--- src/rtl/reset_sequencer.sv ---
// ---------------------------------------------------------------------------
// reset_sequencer
//
// Purpose:
//   Turns the board power-on reset and the PLL lock indication into staged,
//   ordered resets for the rest of the chip. The memory subsystem comes out
//   of reset first. The sequencer then waits for memory init, with a
//   timeout. Peripherals come out next, and the CPU comes out last. Losing
//   PLL lock or a debounced external reset request puts every stage back
//   into reset and restarts the sequence from the lock-wait state.
//
// Ports:
//   clk            in   system clock; this block has no other clock domain
//   reset          in   synchronous, active-high; forces HOLD and reset outputs
//   pll_locked     in   PLL lock, asynchronous; two-flop synchronised (lock_s)
//   ext_rst_req    in   push-button request, asynchronous, active-high;
//                       two-flop synchronised, then debounced (req_db)
//   mem_init_done  in   memory init/calibration complete, synchronous level
//   rst_mem        out  active-high reset to the memory subsystem
//   rst_periph     out  active-high reset to the peripherals
//   rst_cpu        out  active-high reset to the CPU
//   sys_ready      out  high only while the CPU is out of reset
//   init_err       out  sticky flag for a memory-init timeout; only `reset` clears it
// ---------------------------------------------------------------------------
module reset_sequencer #(
    parameter int unsigned STRETCH_CYCLES  = 1024,
    parameter int unsigned MEMINIT_TIMEOUT = 65536,
    parameter int unsigned CPU_DELAY       = 16,
    parameter int unsigned DEBOUNCE_CYCLES = 4096
) (
    input  logic clk,
    input  logic reset,
    input  logic pll_locked,
    input  logic ext_rst_req,
    input  logic mem_init_done,
    output logic rst_mem,
    output logic rst_periph,
    output logic rst_cpu,
    output logic sys_ready,
    output logic init_err
);

    // -----------------------------------------------------------------------
    // Counter sizing
    // -----------------------------------------------------------------------
    function automatic int unsigned max3(input int unsigned a,
                                         input int unsigned b,
                                         input int unsigned c);
        int unsigned m;
        m = a;
        if (b > m) m = b;
        if (c > m) m = c;
        return m;
    endfunction

    // One counter serves every sequencing state. It restarts at zero on each
    // state entry, and its largest terminal value is (largest parameter - 1),
    // so $clog2 of that parameter is enough bits and the counter never wraps.
    localparam int unsigned SEQ_MAX = max3(STRETCH_CYCLES, MEMINIT_TIMEOUT, CPU_DELAY);
    localparam int          CNT_W   = (SEQ_MAX > 1) ? $clog2(SEQ_MAX) : 1;
    localparam int          DB_W    = (DEBOUNCE_CYCLES > 1) ? $clog2(DEBOUNCE_CYCLES) : 1;

    localparam logic [CNT_W-1:0] STRETCH_LAST = CNT_W'(STRETCH_CYCLES - 1);
    localparam logic [CNT_W-1:0] MEMINIT_LAST = CNT_W'(MEMINIT_TIMEOUT - 1);
    localparam logic [CNT_W-1:0] CPU_LAST     = CNT_W'(CPU_DELAY - 1);
    localparam logic [DB_W-1:0]  DB_LAST      = DB_W'(DEBOUNCE_CYCLES - 1);

    typedef enum logic [2:0] {
        ST_HOLD,
        ST_WAIT_LOCK,
        ST_STRETCH,
        ST_MEMINIT,
        ST_PERIPH,
        ST_RUN
    } state_e;

    // -----------------------------------------------------------------------
    // Declarations
    // -----------------------------------------------------------------------
    logic             lock_meta_q, lock_meta_d;
    logic             lock_s_q,    lock_s_d;
    logic             req_meta_q,  req_meta_d;
    logic             req_s_q,     req_s_d;
    logic [DB_W-1:0]  db_cnt_q,    db_cnt_d;
    logic             req_db_q,    req_db_d;

    state_e           state_q,     state_d;
    logic [CNT_W-1:0] cnt_q,       cnt_d;
    logic             init_err_q,  init_err_d;
    logic             rst_mem_q,   rst_mem_d;
    logic             rst_periph_q, rst_periph_d;
    logic             rst_cpu_q,   rst_cpu_d;
    logic             sys_ready_q, sys_ready_d;

    logic             abort;

    // -----------------------------------------------------------------------
    // Input synchronisers and debounce (combinational next-state)
    // -----------------------------------------------------------------------
    always_comb begin
        lock_meta_d = pll_locked;
        lock_s_d    = lock_meta_q;
        req_meta_d  = ext_rst_req;
        req_s_d     = req_meta_q;

        // NOTE: every variable gets a default before any branch. Otherwise a
        // path that skips an assignment would infer a latch.
        db_cnt_d = db_cnt_q;
        req_db_d = req_db_q;

        // The request is accepted once the synchronised level has been high
        // for DEBOUNCE_CYCLES consecutive samples. The count then parks at
        // its last value. Any low sample drops the request and the count at
        // once, so a release takes effect without waiting for a debounce.
        if (!req_s_q) begin
            db_cnt_d = '0;
            req_db_d = 1'b0;
        end else if (db_cnt_q == DB_LAST) begin
            req_db_d = 1'b1;
        end else begin
            db_cnt_d = db_cnt_q + DB_W'(1);
        end
    end

    // -----------------------------------------------------------------------
    // FSM: state register (also holds the sync, debounce and output flops)
    // -----------------------------------------------------------------------
    // NOTE: sequential state uses non-blocking assignments only. Every flop
    // then samples the pre-edge value of the others, with no order dependence.
    always_ff @(posedge clk) begin
        if (reset) begin
            lock_meta_q  <= 1'b0;
            lock_s_q     <= 1'b0;
            req_meta_q   <= 1'b0;
            req_s_q      <= 1'b0;
            db_cnt_q     <= '0;
            req_db_q     <= 1'b0;
            state_q      <= ST_HOLD;
            cnt_q        <= '0;
            init_err_q   <= 1'b0;
            rst_mem_q    <= 1'b1;
            rst_periph_q <= 1'b1;
            rst_cpu_q    <= 1'b1;
            sys_ready_q  <= 1'b0;
        end else begin
            lock_meta_q  <= lock_meta_d;
            lock_s_q     <= lock_s_d;
            req_meta_q   <= req_meta_d;
            req_s_q      <= req_s_d;
            db_cnt_q     <= db_cnt_d;
            req_db_q     <= req_db_d;
            state_q      <= state_d;
            cnt_q        <= cnt_d;
            init_err_q   <= init_err_d;
            rst_mem_q    <= rst_mem_d;
            rst_periph_q <= rst_periph_d;
            rst_cpu_q    <= rst_cpu_d;
            sys_ready_q  <= sys_ready_d;
        end
    end

    // -----------------------------------------------------------------------
    // FSM: next-state logic
    // -----------------------------------------------------------------------
    // Once the sequence has left WAIT_LOCK, losing lock or a debounced
    // request sends it straight back. This is checked before any other
    // transition, so it overrides a same-cycle advance.
    assign abort = !lock_s_q || req_db_q;

    always_comb begin
        state_d    = state_q;
        cnt_d      = cnt_q;
        init_err_d = init_err_q;

        unique case (state_q)
            ST_HOLD: begin
                state_d = ST_WAIT_LOCK;
            end

            ST_WAIT_LOCK: begin
                if (lock_s_q && !req_db_q) begin
                    state_d = ST_STRETCH;
                    cnt_d   = '0;
                end
            end

            ST_STRETCH: begin
                if (abort) begin
                    state_d = ST_WAIT_LOCK;
                    cnt_d   = '0;
                end else if (cnt_q == STRETCH_LAST) begin
                    state_d = ST_MEMINIT;
                    cnt_d   = '0;
                end else begin
                    cnt_d = cnt_q + CNT_W'(1);
                end
            end

            ST_MEMINIT: begin
                if (abort) begin
                    state_d = ST_WAIT_LOCK;
                    cnt_d   = '0;
                end else if (mem_init_done) begin
                    // If done arrives in the same cycle as the timeout, done
                    // takes priority and no error is flagged.
                    state_d = ST_PERIPH;
                    cnt_d   = '0;
                end else if (cnt_q == MEMINIT_LAST) begin
                    state_d    = ST_PERIPH;
                    cnt_d      = '0;
                    init_err_d = 1'b1;
                end else begin
                    cnt_d = cnt_q + CNT_W'(1);
                end
            end

            ST_PERIPH: begin
                if (abort) begin
                    state_d = ST_WAIT_LOCK;
                    cnt_d   = '0;
                end else if (cnt_q == CPU_LAST) begin
                    state_d = ST_RUN;
                    cnt_d   = '0;
                end else begin
                    cnt_d = cnt_q + CNT_W'(1);
                end
            end

            ST_RUN: begin
                if (abort) begin
                    state_d = ST_WAIT_LOCK;
                    cnt_d   = '0;
                end
            end

            default: begin
                state_d = ST_HOLD;
                cnt_d   = '0;
            end
        endcase
    end

    // -----------------------------------------------------------------------
    // FSM: output logic
    // -----------------------------------------------------------------------
    // Outputs are decoded from the next state and registered, so each reset
    // changes on the same edge as the state transition that causes it. The
    // decode nests one state set inside the next (CPU released implies
    // peripherals released implies memory released), which makes the
    // release order hold by construction.
    always_comb begin
        rst_mem_d    = (state_d == ST_HOLD) || (state_d == ST_WAIT_LOCK) ||
                       (state_d == ST_STRETCH);
        rst_periph_d = rst_mem_d || (state_d == ST_MEMINIT);
        rst_cpu_d    = (state_d != ST_RUN);
        sys_ready_d  = (state_d == ST_RUN);
    end

    assign rst_mem    = rst_mem_q;
    assign rst_periph = rst_periph_q;
    assign rst_cpu    = rst_cpu_q;
    assign sys_ready  = sys_ready_q;
    assign init_err   = init_err_q;

endmodule

--- config.mk ---
export PLATFORM = sky130hd
export DESIGN_NAME = reset_sequencer
export DESIGN_NICKNAME = d
export VERILOG_FILES = /design/src/rtl/reset_sequencer.sv
export SDC_FILE = /design/constraint.sdc
export NUM_CORES = 1
export LEC_CHECK = 0
export ABC_AREA = 1
export ABC_CLOCK_PERIOD_IN_PS = 2700
export CORE_ASPECT_RATIO = 1.1
export CORE_MARGIN = 3
export CORE_UTILIZATION = 55
export CTS_BUF_LIST = sky130_fd_sc_hd__clkbuf_4
export DETAILED_ROUTE_END_ITERATION = 10
export PLACE_DENSITY_LB_ADDON = 0.2
export SLEW_MARGIN = 20
export SYNTH_ARGS = -nofsm -noshare
export SYNTH_HDL_FRONTEND = slang
export SYNTH_SLANG_ARGS = --single-unit
--- constraint.sdc ---
create_clock -name clk -period 2.7 [get_ports clk]
set_input_delay 0.27 -clock clk [delete_from_list [all_inputs] [get_ports clk]]
set_output_delay 0.27 -clock clk [all_outputs]
set_load 0.01 [all_outputs]
==> impl_metrics.env, run 1 <==
export IMPL_cts_sinks=41
export IMPL_hold_viol_final=0
export IMPL_numCtsBuffers=5
export IMPL_synth_top_area_cell="dfxtp_1"
export IMPL_yosys_warnings=0
export IMPL_dr_pass1_iters=4
export IMPL_gr_total_overflow=0
export IMPL_cts_root_buf="clkbuf_4"
export IMPL_synth_xor_area_share_pct=3.82
export IMPL_num_vias=1790
export IMPL_synthArstFlopShare_pct=0
export IMPL_setup_violations=0
export IMPL_rows=22
export IMPL_die_w_um=64.4
export IMPL_areaGrowthSynthToFinish_pct=9.77
export IMPL_instances_no_fill=356
export IMPL_cts_hold_buffers=0
export IMPL_endpoint_kind="flop"
export IMPL_synth_mux_area_fraction_pct=0.485
export IMPL_grt_pass1_wl_mm=6.80
export IMPL_synthSimpleGateAreaFrac_pct=35.6
export IMPL_synth_area_leaders="dfxtp_1 40%, nand2_1 10%, nor2_1 8.2%"
export IMPL_power_frac_seq_pct=63.7
export IMPL_postCtsSetupBuffers=0
export IMPL_final_core_util_pct=65.3
export IMPL_synth_compound_area_share_pct=9.16
export IMPL_critPathArrivalTime_ps=2000
export IMPL_p_per_area_nw_per_um2=425
export IMPL_die_height_um=70.2
export IMPL_diodes=0
export IMPL_clk_latency_ps=360
export IMPL_largest_reg_flops=16
export IMPL_wl_mm=3.86
export IMPL_grt_pass1_vias=1617
export IMPL_synth_top_area_share_pct=39.8
export IMPL_pwr_share_comb_pct=4.6
export IMPL_core_area_sq_um=3470
export IMPL_synth_top_family_by_area="simple AND/OR/NAND/NOR gates"
export IMPL_portBuffers=9
export IMPL_cts_tree="yes"
export IMPL_placed_cells=348
export IMPL_cp_start_kind="input port"
export IMPL_place_congestion=0.852
export IMPL_biggestRegsByFlops="cnt_q (16), db_cnt_q (12), state_q (3)"
export IMPL_wl_per_cell_um=10.8
export IMPL_rsz0062_at_grt="no"
export IMPL_dr_first_iter_drc_count=136
export IMPL_finalSetupTns_ps=0
export IMPL_path_clk_slew_ps=120
export IMPL_status="complete, no violations"
export IMPL_timing_fmax_mhz=572
export IMPL_drc=0
export IMPL_period_minus_slack_ps=1750
export IMPL_drive_gt1_share_pct=12.0
export IMPL_p_clk_share_pct=31.8
export IMPL_ys_ff_latch=41
export IMPL_ir_drop_mv=0.306
export IMPL_place_hpwl_mm=2.90
export IMPL_cts_resized=0
export IMPL_layout_nets=314
export IMPL_finalMaxSlewViolations=0
export IMPL_path_class="in -> reg"
export IMPL_synth_main_ff_cell="dfxtp_1"
export IMPL_dieArea_sq_um=4520
export IMPL_syn_nets=299
export IMPL_ios=10
export IMPL_synth_edf_count=0
export IMPL_start_util_pct=59.5
export IMPL_p_sw_mw=0.228
export IMPL_hold_slack_ps=419
export IMPL_synthAdderAreaFrac_pct=1.21
export IMPL_htreeDepth=2
export IMPL_yosysMostFrequentCell="nand2_1"
export IMPL_track_usage_pct=19.2
export IMPL_netlist_cell_type_count=34
export IMPL_via_per_inst=5.03
export IMPL_drtAntennaViolNets=0
export IMPL_netlist_area_sq_um=2060
export IMPL_cp_max_fo=11
export IMPL_grt_start_max_net_pins=13
export IMPL_avgSynthCellArea_sq_um=7.06
export IMPL_critPathRequiredTime_ps=2950
export IMPL_fin_crit_sh_pct=64.8
export IMPL_maxSlewHeadroom_pct=72.6
export IMPL_drv_cap=0
export IMPL_ys_seq_area_share_pct=39.8
export IMPL_syn_inst=292
export IMPL_skew_ps=12.1
export IMPL_swShare_pct=23.7
export IMPL_largest_register="cnt_q"
export IMPL_total_leakage_power_nw=1.03
export IMPL_synth_common_cells="56 x nand2_1, 45 x nor2_1, 43 x inv_1"
export IMPL_antenna_found_initial=0
export IMPL_worst_pin_slew_ps=409
export IMPL_clockBufferDepth=2
export IMPL_hp_class="reg -> reg"
export IMPL_internal_power_mw=0.735
-- layout by cell type (no fill, tap or decap), drive strengths merged --
cell           netlist  final
clkinv               2      4
ha                   2      2
nand4                7      7
inv                 51     51
clkbuf               1      6
nand3b               1      1
nor2                51     51
clkdlybuf4s50        0      9
nor3                 5      5
a311oi               1      1
a211oi               1      1
o21bai               4      4
xor2                 5      5
o211ai               1      1
nand2               64     64
nand3               24     24
or2                  2      2
dfxtp               41     41
a21oi               13     13
mux2i                1      1
o21ai               11     11
xnor2                4      4
-- final timing paths --
| check | end | cells after the start | slack [ps] | startpoint |
|---|---|---|---|---|
| min reg2reg | req_s_q$_SDFF_PP0_ | 2 | 420 | req_meta_q$_SDFF_PP0_ |
| min | req_s_q$_SDFF_PP0_ | 2 | 420 | req_meta_q$_SDFF_PP0_ |
| max reg2reg | db_cnt_q[1]$_SDFFE_PP0P_ | 7 | 1000 | db_cnt_q[0]$_SDFFE_PP0P_ |
| max | db_cnt_q[0]$_SDFFE_PP0P_ | 6 | 950 | reset |
-- power by group through the flow --
stage                     sequential [mW]  clock (mW)  combinational [mW]
after floorplan                     0.626           0              0.0301
after global placement              0.626           0              0.0437
after global routing                0.614       0.341              0.0495
after detailed placement            0.627           0              0.0437
after CTS                           0.613       0.318              0.0441
final                               0.613       0.306              0.0442
-- critical path, stage by stage --
cell and delay (ps):
clkdlybuf4s50_1 720, clkinv_1 380, nand2_1 350, inv_1 140, o21ai_0 100, a21oi_1 50
-- metrics by stage --
| stage | setup slack [ps] | power [mW] | cell area [sq um] |
|---|---|---|---|
| 3_5_place_dp | 567 | 0.670 | 2210 |
| 3_3_place_gp | 582 | 0.670 | 2210 |
| 2_1_floorplan | 1230 | 0.656 | 2060 |
| 5_1_grt | 710 | 1.00 | 2260 |
| 6_report | 951 | 0.963 | 2260 |
| 4_1_cts | 951 | 0.975 | 2260 |
-- layer usage --
metal	track usage [%]	up-vias	share of wire [%]
met2	31.0	35	47
met5	0	-	0
met4	7.51	0	1.8
li1	-	947	-
met3	5.47	7	3.9
met1	23.9	801	48
-- cell type report --
type                            instances  area (sq um)
Clock buffer                            6          45.0
Clock inverter                          2          10.0
Fill cell                             326          1200
Inverter                               53           201
Multi-Input combinational cell        197          1040
Sequential cell                        41           821
Tap cell                               48          60.1
Timing Repair Buffer                    9          90.1
-- kinds of logic after synthesis --
group,Yosys count
mux,1
xor+xnor,9
flops,41
buf+inv,54
compound gates,31
fa+ha+maj,2
simple gates,154
(Power assumes the default switching activity.)
==> run 2: changes to the inputs <==
--- a/config.mk
+++ b/config.mk
@@ -6,7 +6,7 @@
 export NUM_CORES = 1
 export LEC_CHECK = 0
 export ABC_AREA = 1
-export ABC_CLOCK_PERIOD_IN_PS = 2700
+export ABC_CLOCK_PERIOD_IN_PS = 1750
 export CORE_ASPECT_RATIO = 1.1
 export CORE_MARGIN = 3
 export CORE_UTILIZATION = 55
==> constraint.sdc (replaced) <==
create_clock -name clk -period 1.75 [get_ports clk]
set_input_delay 0.175 -clock clk [delete_from_list [all_inputs] [get_ports clk]]
set_output_delay 0.175 -clock clk [all_outputs]
set_load 0.01 [all_outputs]
==> run 2 against run 1 <==
Effect of this change:
- clock power up 100%
- combinational power grew 61%
- count of clock-buffer cells in the layout decreased by 1
- via count rose by 2.2%
- clock skew shrank 1.2 ps
- utilization is 1.6 points higher
- register-to-register slack got worse by 850 ps
- sequential power up 54%
- final cell count grew 0.84%
==> impl_metrics.env, run 2 (synthesis results as in run 1) <==
export IMPL_diodes=0
export IMPL_cts_sinks=41
export IMPL_cts_root_buf="clkbuf_4"
export IMPL_largest_reg_flops=16
export IMPL_internal_power_mw=1.26
export IMPL_path_clk_slew_ps=130
export IMPL_hp_class="in -> reg"
export IMPL_layout_commonest_cell="nand2_1"
export IMPL_htreeDepth=2
export IMPL_place_hpwl_mm=2.96
export IMPL_fin_area_sq_um=2320
export IMPL_total_leakage_power_nw=1.05
export IMPL_layout_nets=317
export IMPL_critPathRequiredTime_ps=2010
export IMPL_cp_slowest_cell="dfxtp_2"
export IMPL_slowest_delay_ps=380
export IMPL_pre_cts_ws_ps=114
export IMPL_place_congestion=0.840
export IMPL_grt_start_max_net_pins=14
export IMPL_drtAntennaViolNets=0
export IMPL_num_vias=1830
export IMPL_gr_total_overflow=0
export IMPL_die_w_um=64.4
export IMPL_final_core_util_pct=66.8
export IMPL_setup_violations=0
export IMPL_pwr_share_comb_pct=4.4
export IMPL_multiInputGateArea_sq_um=1040
export IMPL_path_buf_inv=1
export IMPL_clk_latency_ps=350
export IMPL_timing_fmax_mhz=624
export IMPL_die_height_um=70.2
export IMPL_track_usage_pct=19.7
export IMPL_hold_viol_final=0
export IMPL_swShare_pct=22.4
export IMPL_rows=22
export IMPL_start_util_pct=59.5
export IMPL_grt_pass1_vias=1796
export IMPL_portBuffers=9
export IMPL_fin_ws_ps=149
export IMPL_wl_mm=3.91
export IMPL_ir_drop_mv=0.435
export IMPL_cts_hold_buffers=0
export IMPL_nFillCells=330
export IMPL_wl_per_cell_um=10.9
export IMPL_cp_cell_sequence="ha_1 -> inv_1 -> nor2_2 -> nand2_1 -> nor2_2 -> nand2_2 -> nand2_2 -> nand3_4 -> nand2_4 -> nor2_1"
export IMPL_via_per_inst=5.10
export IMPL_fin_crit_sh_pct=91.5
export IMPL_dr_pass1_iters=4
export IMPL_power_frac_seq_pct=58.1
export IMPL_core_area_sq_um=3470
export IMPL_grt_pass1_wl_mm=7.16
export IMPL_rsz0062_at_grt="no"
export IMPL_drv_cap=0
export IMPL_biggestRegsByFlops="cnt_q (16), db_cnt_q (12), state_q (3)"
export IMPL_areaGrowthSynthToFinish_pct=12.4
export IMPL_finalSetupTns_ps=0
export IMPL_dr_first_iter_drc_count=190
export IMPL_skew_ps=10.9
export IMPL_regArea_sq_um=826
export IMPL_drive_gt1_share_pct=14.1
export IMPL_status="complete, no violations"
export IMPL_maxSlewHeadroom_pct=77.9
export IMPL_clockBufferDepth=2
export IMPL_cp_max_fo=8
export IMPL_ios=10
export IMPL_worst_pin_slew_ps=330
export IMPL_p_per_area_nw_per_um2=703
export IMPL_dpl_cell_area_sq_um=2230
export IMPL_endpoint_kind="flop"
export IMPL_cp_start_kind="flop"
export IMPL_dieArea_sq_um=4520
export IMPL_largest_register="cnt_q"
export IMPL_antenna_found_initial=0
export IMPL_period_minus_slack_ps=1600
export IMPL_drc=0
export IMPL_finalMaxSlewViolations=0
export IMPL_p_clk_share_pct=37.6
export IMPL_path_class="reg -> reg"
export IMPL_hold_slack_ps=330
export IMPL_path_delay_family="simple AND/OR/NAND/NOR gates"
export IMPL_critPathArrivalTime_ps=1860
export IMPL_p_sw_mw=0.365
export IMPL_numCtsBuffers=5
export IMPL_cts_tree="yes"
export IMPL_layout_common_cells="56 x nand2_1, 44 x nor2_1, 43 x inv_1"
-- run 2: changes by cell type in the layout (fill, tap and decap cells not counted) --
cell,delta
clkinvlp_4,+1
bufinv_16,+1
nor2_2,+1
nor2_1,-1
clkbuf_4,-1
buf_4,+3
clkinv_1,+1
dfxtp_1,-4
clkinv_2,-2
dfxtp_2,+4
-- run 2: path summary, 6_finish.rpt --
check,slack (ps),cells after the start,to,startpoint
hold / removal,330,3,lock_meta_q$_SDFF_PP0_,pll_locked
setup reg to reg,150,10,cnt_q[14]$_SDFFE_PP0P_,cnt_q[0]$_SDFFE_PP0P_
setup / recovery,150,10,cnt_q[14]$_SDFFE_PP0P_,cnt_q[0]$_SDFFE_PP0P_
hold reg to reg,410,2,lock_s_q$_SDFF_PP0_,lock_meta_q$_SDFF_PP0_
-- run 2: worst reg2reg max path: cells and delay by family, from the launching register on --
kind / cells / cell delay, ps
buffers and inverters: 1 / 60
adder cells (fa/ha/maj): 1 / 170
flip-flops: 1 / 380
AND/OR/NAND/NOR: 8 / 920
-- run 2: area by class of cell --
cell class              instances  area share [%]
multi-input cells             197            44.8
flip-flops and latches         41            35.6
inverters                      53            8.69
repair buffers                 12            4.86
well taps                      48            2.59
clock inverters                 3            1.78
clock buffers                   5            1.62
-- run 2: power by group through the flow --
stage | Combinational, mW | Sequential (mW) | Clock (mW)
3_3_place_gp | 0.0711 | 0.967 | 0
2_1_floorplan | 0.0464 | 0.966 | 0
5_1_grt | 0.0794 | 0.947 | 0.664
4_1_cts | 0.0721 | 0.946 | 0.620
6_report | 0.0713 | 0.946 | 0.612
3_5_place_dp | 0.0718 | 0.967 | 0
-- run 2: layer usage --
metal	global-route usage, %	routed length [um]	part of all wire [%]
met1	23.6	1740	45
met2	32.1	1940	50
met3	4.34	148	3.8
met4	11.5	76	1.9
met5	0	0	0
-- run 2: through the flow --
step / instances / power (mW)
2_1_floorplan: 292 / 1.01
3_3_place_gp: 351 / 1.04
3_5_place_dp: 351 / 1.04
4_1_cts: 359 / 1.64
5_1_grt: 359 / 1.69
6_report: 359 / 1.63
-- run 2: timing repair --
action,in CTS,in global routing
resized for setup,0,5
endpoints found under the setup margin,0,17
buffers inserted,0,0
==> run 3: changes to the inputs <==
--- a/config.mk
+++ b/config.mk
@@ -11,6 +11,7 @@
 export CORE_MARGIN = 3
 export CORE_UTILIZATION = 55
 export CTS_BUF_LIST = sky130_fd_sc_hd__clkbuf_4
+export CTS_CLUSTER_SIZE = 16
 export DETAILED_ROUTE_END_ITERATION = 10
 export PLACE_DENSITY_LB_ADDON = 0.2
 export SLEW_MARGIN = 20
==> results of run 3 <==
The final DEF is identical to that of run 2; final timing and power are the same.
==> patch 1: new RTL, settings of run 3 <==
Make the reset (`reset`) asynchronous in one clocked block.
--- a/src/rtl/reset_sequencer.sv
+++ b/src/rtl/reset_sequencer.sv
@@ -128,5 +128,5 @@
     // NOTE: sequential state uses non-blocking assignments only. Every flop
     // then samples the pre-edge value of the others, with no order dependence.
-    always_ff @(posedge clk) begin
+    always_ff @(posedge clk or posedge reset) begin
         if (reset) begin
             lock_meta_q  <= 1'b0;
Check against the original RTL: same outputs for any inputs over 10 cycles, from zero or initial values and one cycle with reset high; that may be too few to reach the edited logic, so the function may still have changed.
==> patch 1 against run 3 <==
Via count is 1.4% lower. Area after synthesis increased by 3.0%. Worst setup slack got worse by 0.043 ns. Sequential cell count unchanged. Non-clock buffer count rose by 10. Utilization grew 0.31 points. Largest cell class is now sequential cells. Final area rose by 6.7%. Critical endpoint is now cnt_q[15]$_DFFE_PP0P_. Wire length up 7.1%. Count of clock-buffer cells in the layout up 1.
Power is not compared: it rests on default switching activity, and its combinational part moved more than twofold at a synthesized area within 25%.
==> patch 1: results (changes against run 3) <==
drt:
  met1Wirelength_um: 1899  # +9.1%
  wl_met3_um: 208  # +41%
  drt_iter0_drc: 143  # -25%
  dr.pass1.iters: 4  # unchanged
  num_vias: 1805  # -1.4%
  dr.max_layer_used: "met4"
  routedWlPerCell_um: 12.35  # +13%
  dr_wl_met2_um: 2003  # +3.0%
logic_synthesis:
  syn_nets: 270  # -9.7%
  yosysSeqAreaShare: 0.4850  # +0.08692
  synth.area.top_cells: "dfrtp_1 (45%), nand2_1 (9.2%), nor2_1 (7.8%), inv_1 (6.2%), nand3_1 (4.0%)"
  yosys_warnings: 0  # unchanged
  synth.distinct_cells: 33  # -2.9%
  ys_async_sr_fraction: 1.000  # +1.000
  syn_inst: 263  # -9.9%
  yosys-top-cells-count: "nand2_1 (52), nor2_1 (44), dfrtp_1 (38)"
global_routing:
  global_route.usage.met1: 0.2661  # +0.03041
  grt_max_degree: 42  # +28
  grt_pass1_vias: 1651  # -8.1%
  grt.met2_usage: 0.3026  # -0.01851
  grt_usage: 0.1978  # +0.0006050
  grt_first_pass_wirelength_um: 7134  # -0.39%
  antenna_found_initial: 0  # unchanged
  use_met3: 0.04921  # +0.005798
finish:
  antenna_cells: 0  # unchanged
  final_cells: 339  # -5.6%
  top_regs: "cnt_q (16), db_cnt_q (12), state_q (3)"
  drive_above_1_share: 0.1419  # +0.0003894
  nets: 295  # -6.9%
  num-fill-cells: 317  # -3.9%
timing:
  fin_crit_sh: 0.9396  # +0.02450
  fin_skew_ns: 0.006916  # -0.003987 ns
  worst_pin_slew_ns: 0.4953  # +0.1658 ns
min_path:
  hold_path.class: "primary input to asynchronous set/reset pin"
placed_design:
  dp_slack_ns: 0.0001272  # -0.1142 ns
  dp_cells: 325  # -7.4%
  gp_congestion: 0.8720  # +3.8%
  place_hpwl_um: 2915  # -1.5%
  place_area_um2: 2301  # +3.1%
  io_buffers: 9  # unchanged
setup_path:
  arrival_ns: 1.89  # +0.03 ns
  crit_path_end_kind: "register"
  reg2regPathDepth: 8  # -2
  r2r_end: "cnt_q[15]$_DFFE_PP0P_"
  r2r_slack_ns: 0.11  # -0.04 ns
  worstPathMaxFanout: 4  # -4
  startpoint: "cnt_q[0]$_DFFE_PP0P_"
clock_tree:
  path_clk_slew_ns: 0.12
  root_buffer: "clkbuf_4"
  clk_latency_ns: 0.35  # about the same
  cts_buffers: 5  # unchanged
  clockBufferDepth: 2  # unchanged
power_and_ir_drop:
  netSwitchingFraction: 0.3351
  p_leak_nw: 1.171
run_status:
  status: "finished, final reports clean"
==> patch 1: critical path: stages, from the launching register on <==
cell	delay [ns]
dfrtp_1	0.41
buf_4	0.12
nand3_1	0.09
nor2_2	0.14
nand4_1	0.25
nor2_2	0.22
nand3_1	0.09
a21oi_1	0.17
nor2_1	0.06
==> patch 1: logic make-up after synthesis <==
kind of cell,after synthesis,share of synthesized area
fa+ha+maj,2,0.01178
flops,41,0.4850
simple gates,142,0.3064
compound gates,29,0.08073
buf+inv,39,0.07484
xor+xnor,10,0.04125
==> patch 1: power groups by stage <==
stage	sequential, W	combinational [W]	clock (W)
detailed placement	0.00113	0.000662	0
CTS	0.00111	0.000773	0.000628
global route	0.00113	0.000950	0.000671
global placement	0.00112	0.000661	0
finish	0.00111	0.000854	0.000613
floorplan	0.00113	0.000486	0
==> patch 1: final cells by class <==
cell class / count / area (um2) / share of cell area
Clock inverter: 2 / 35.03 / 0.01417
Clock buffer: 6 / 45.04 / 0.01822
Timing Repair Buffer: 22 / 200.2 / 0.08097
Tap cell: 50 / 62.56 / 0.02530
Multi-Input combinational cell: 183 / 967.2 / 0.3912
Inverter: 35 / 131.4 / 0.05314
Sequential cell: 41 / 1031 / 0.4170
==> patch 1: what timing repair did <==
action	4_1_cts	5_1_grt
pin swaps	1	3
buffers inserted	2	4
endpoints found under the setup margin	12	16
resized for setup	0	10
==> patch 1: stage by stage <==
stage	total power, W	utilization	hold slack [ns]	setup TNS [ns]
after CTS	0.002514	0.6539	0.2348	0
final	0.002580	0.6712	0.2285	0
after floorplan	0.001620	-	0.2064	0
after global routing	0.002746	0.6712	0.2468	-0.1356
after global placement	0.001784	0.6247	0.3348	0
after detailed placement	0.001794	0.6247	0.3355	0
==> patch 2: new RTL, settings of run 3 <==
Without the edit above. `STRETCH_CYCLES`: 1024 -> 4096.
--- a/src/rtl/reset_sequencer.sv
+++ b/src/rtl/reset_sequencer.sv
@@ -24,5 +24,5 @@
 // ---------------------------------------------------------------------------
 module reset_sequencer #(
-    parameter int unsigned STRETCH_CYCLES  = 1024,
+    parameter int unsigned STRETCH_CYCLES  = 4096,
     parameter int unsigned MEMINIT_TIMEOUT = 65536,
     parameter int unsigned CPU_DELAY       = 16,
Formal check against the unedited RTL: no difference found for any inputs over 10 cycles, from zero or initial values and one cycle with reset high; that may be too few to reach the edited logic, so the function may still have changed.
==> patch 2 against run 3 <==
Area after synthesis fell by 3.9%. Wire length fell by 2.0%. Sequential cell count did not move. Synthesized cell count fell by 1.0%. Final area fell by 1.1%. Sequential power barely moved. Power rose by 0.72%. Clock skew fell by 0.0028 ns. Worst setup slack improved by 0.0016 ns. Critical path type unchanged.
==> patch 2: results (changes against run 3) <==
placed_design:
  gp_congestion: 0.9151  # +8.9%
  place_area_um2: 2177  # -2.4%
  dp_slack_ns: 0.06775  # -0.04656 ns
  io_buffers: 9  # unchanged
  dp_cells: 352  # +0.28%
  place_hpwl_um: 2784  # -5.9%
min_path:
  min_from: "pll_locked"
finish:
  drive_above_1_share: 0.1182  # -0.02327
  finalInstanceArea_um2: 2292  # -1.1%
  nets: 319  # +0.63%
  top_regs: "cnt_q (16), db_cnt_q (12), state_q (3)"
  num-fill-cells: 313  # -5.2%
  final_cells: 361  # +0.56%
logic_synthesis:
  yosysSeqAreaShare: 0.4141  # +0.01608
  ys_async_sr_fraction: 0  # unchanged
  synth_top_area_frac: 0.4141  # +0.01608
  synth.area.top_cells: "dfxtp_1 (41%), nand2_1 (11%), nor2_1 (10%), inv_1 (8.5%), a21oi_1 (4.3%)"
  synth.distinct_cells: 30  # -12%
  syn_inst: 289  # -1.0%
  syn_nets: 296  # -1.0%
  yosys-top-cells-count: "nand2_1 (60), nor2_1 (54), inv_1 (45)"
  synth_ff_type: "dfxtp_1"
  yosys_warnings: 0  # unchanged
global_routing:
  antenna_found_initial: 0  # unchanged
  grt_first_pass_wirelength_um: 6617  # -7.6%
  grt.met2_usage: 0.3057  # -0.01544
  grt_pass1_vias: 1555  # -13%
  grt_max_degree: 15  # +1
  grt_usage: 0.1915  # -0.005663
  use_met3: 0.05511  # +0.01170
  global_route.usage.met1: 0.2480  # +0.01231
run_status:
  status: "finished, final reports clean"
timing:
  fin_skew_ns: 0.008077  # -0.002826 ns
  holdWs_ns: 0.3229  # -0.007126 ns
  worst_slack_ns: 0.1502  # +0.001608 ns
  slew_headroom: 0.7850  # +0.006324
drt:
  dr.max_layer_used: "met4"
  met1Wirelength_um: 1851  # +6.4%
  dr.pass1.iters: 4  # unchanged
  wl_met3_um: 198  # +34%
  routedWlPerCell_um: 10.61  # -2.6%
  dr_wl_met2_um: 1692  # -13%
  drt_iter0_drc: 71  # -63%
  num_vias: 1816  # -0.77%
setup_path:
  reg2regPathDepth: 8  # -2
  cp-start-kind: "register"
  worstPathMaxFanout: 12  # +4
  cp-endpoint: "cnt_q[13]$_SDFFE_PP0P_"
floorplanning:
  core_um2: 3386  # -2.4%
power_and_ir_drop:
  netSwitchingFraction: 0.2250  # +0.0007706
  p_per_area_nw_per_um2: 715.7  # +1.8%
  p_seq_frac: 0.578  # -0.003
  combPwrFrac: 0.042  # -0.002
  peakVddDrop_mv: 0.6552  # +51%
  p_leak_nw: 0.9434  # -10%
clock_tree:
  cts_buffers: 5  # unchanged
  clockBufferDepth: 2  # unchanged
  cts_resized: 0  # unchanged
[patch 2: cells by family after synthesis]
| family | Yosys count | synth area share |
|---|---|---|
| AND/OR/NAND/NOR | 147 | 0.3144 |
| AO/OA/AOI/OAI | 39 | 0.1124 |
| buffers and inverters | 49 | 0.09785 |
| adder cells (fa/ha/maj) | 2 | 0.01262 |
| flip-flops | 41 | 0.4141 |
| XOR/XNOR | 11 | 0.04861 |
[patch 2: worst max-delay path, cell delays in order (launching register included)]
cell and delay (ns):
dfxtp_2 0.37, ha_1 0.19, nand2_2 0.09, nor2_2 0.13, nand4_1 0.18, nand2_2 0.15, nand4_2 0.14, nand2_4 0.17
nor2_1 0.07
[patch 2: area by class of cell]
cell class / instances / share of cell area
timing repair buffer: 18 / 0.06878
sequential: 41 / 0.3597
multi-input combinational: 199 / 0.4307
inverter: 47 / 0.07806
clock buffer: 5 / 0.01638
clock inverter: 3 / 0.02020
tap: 48 / 0.02620
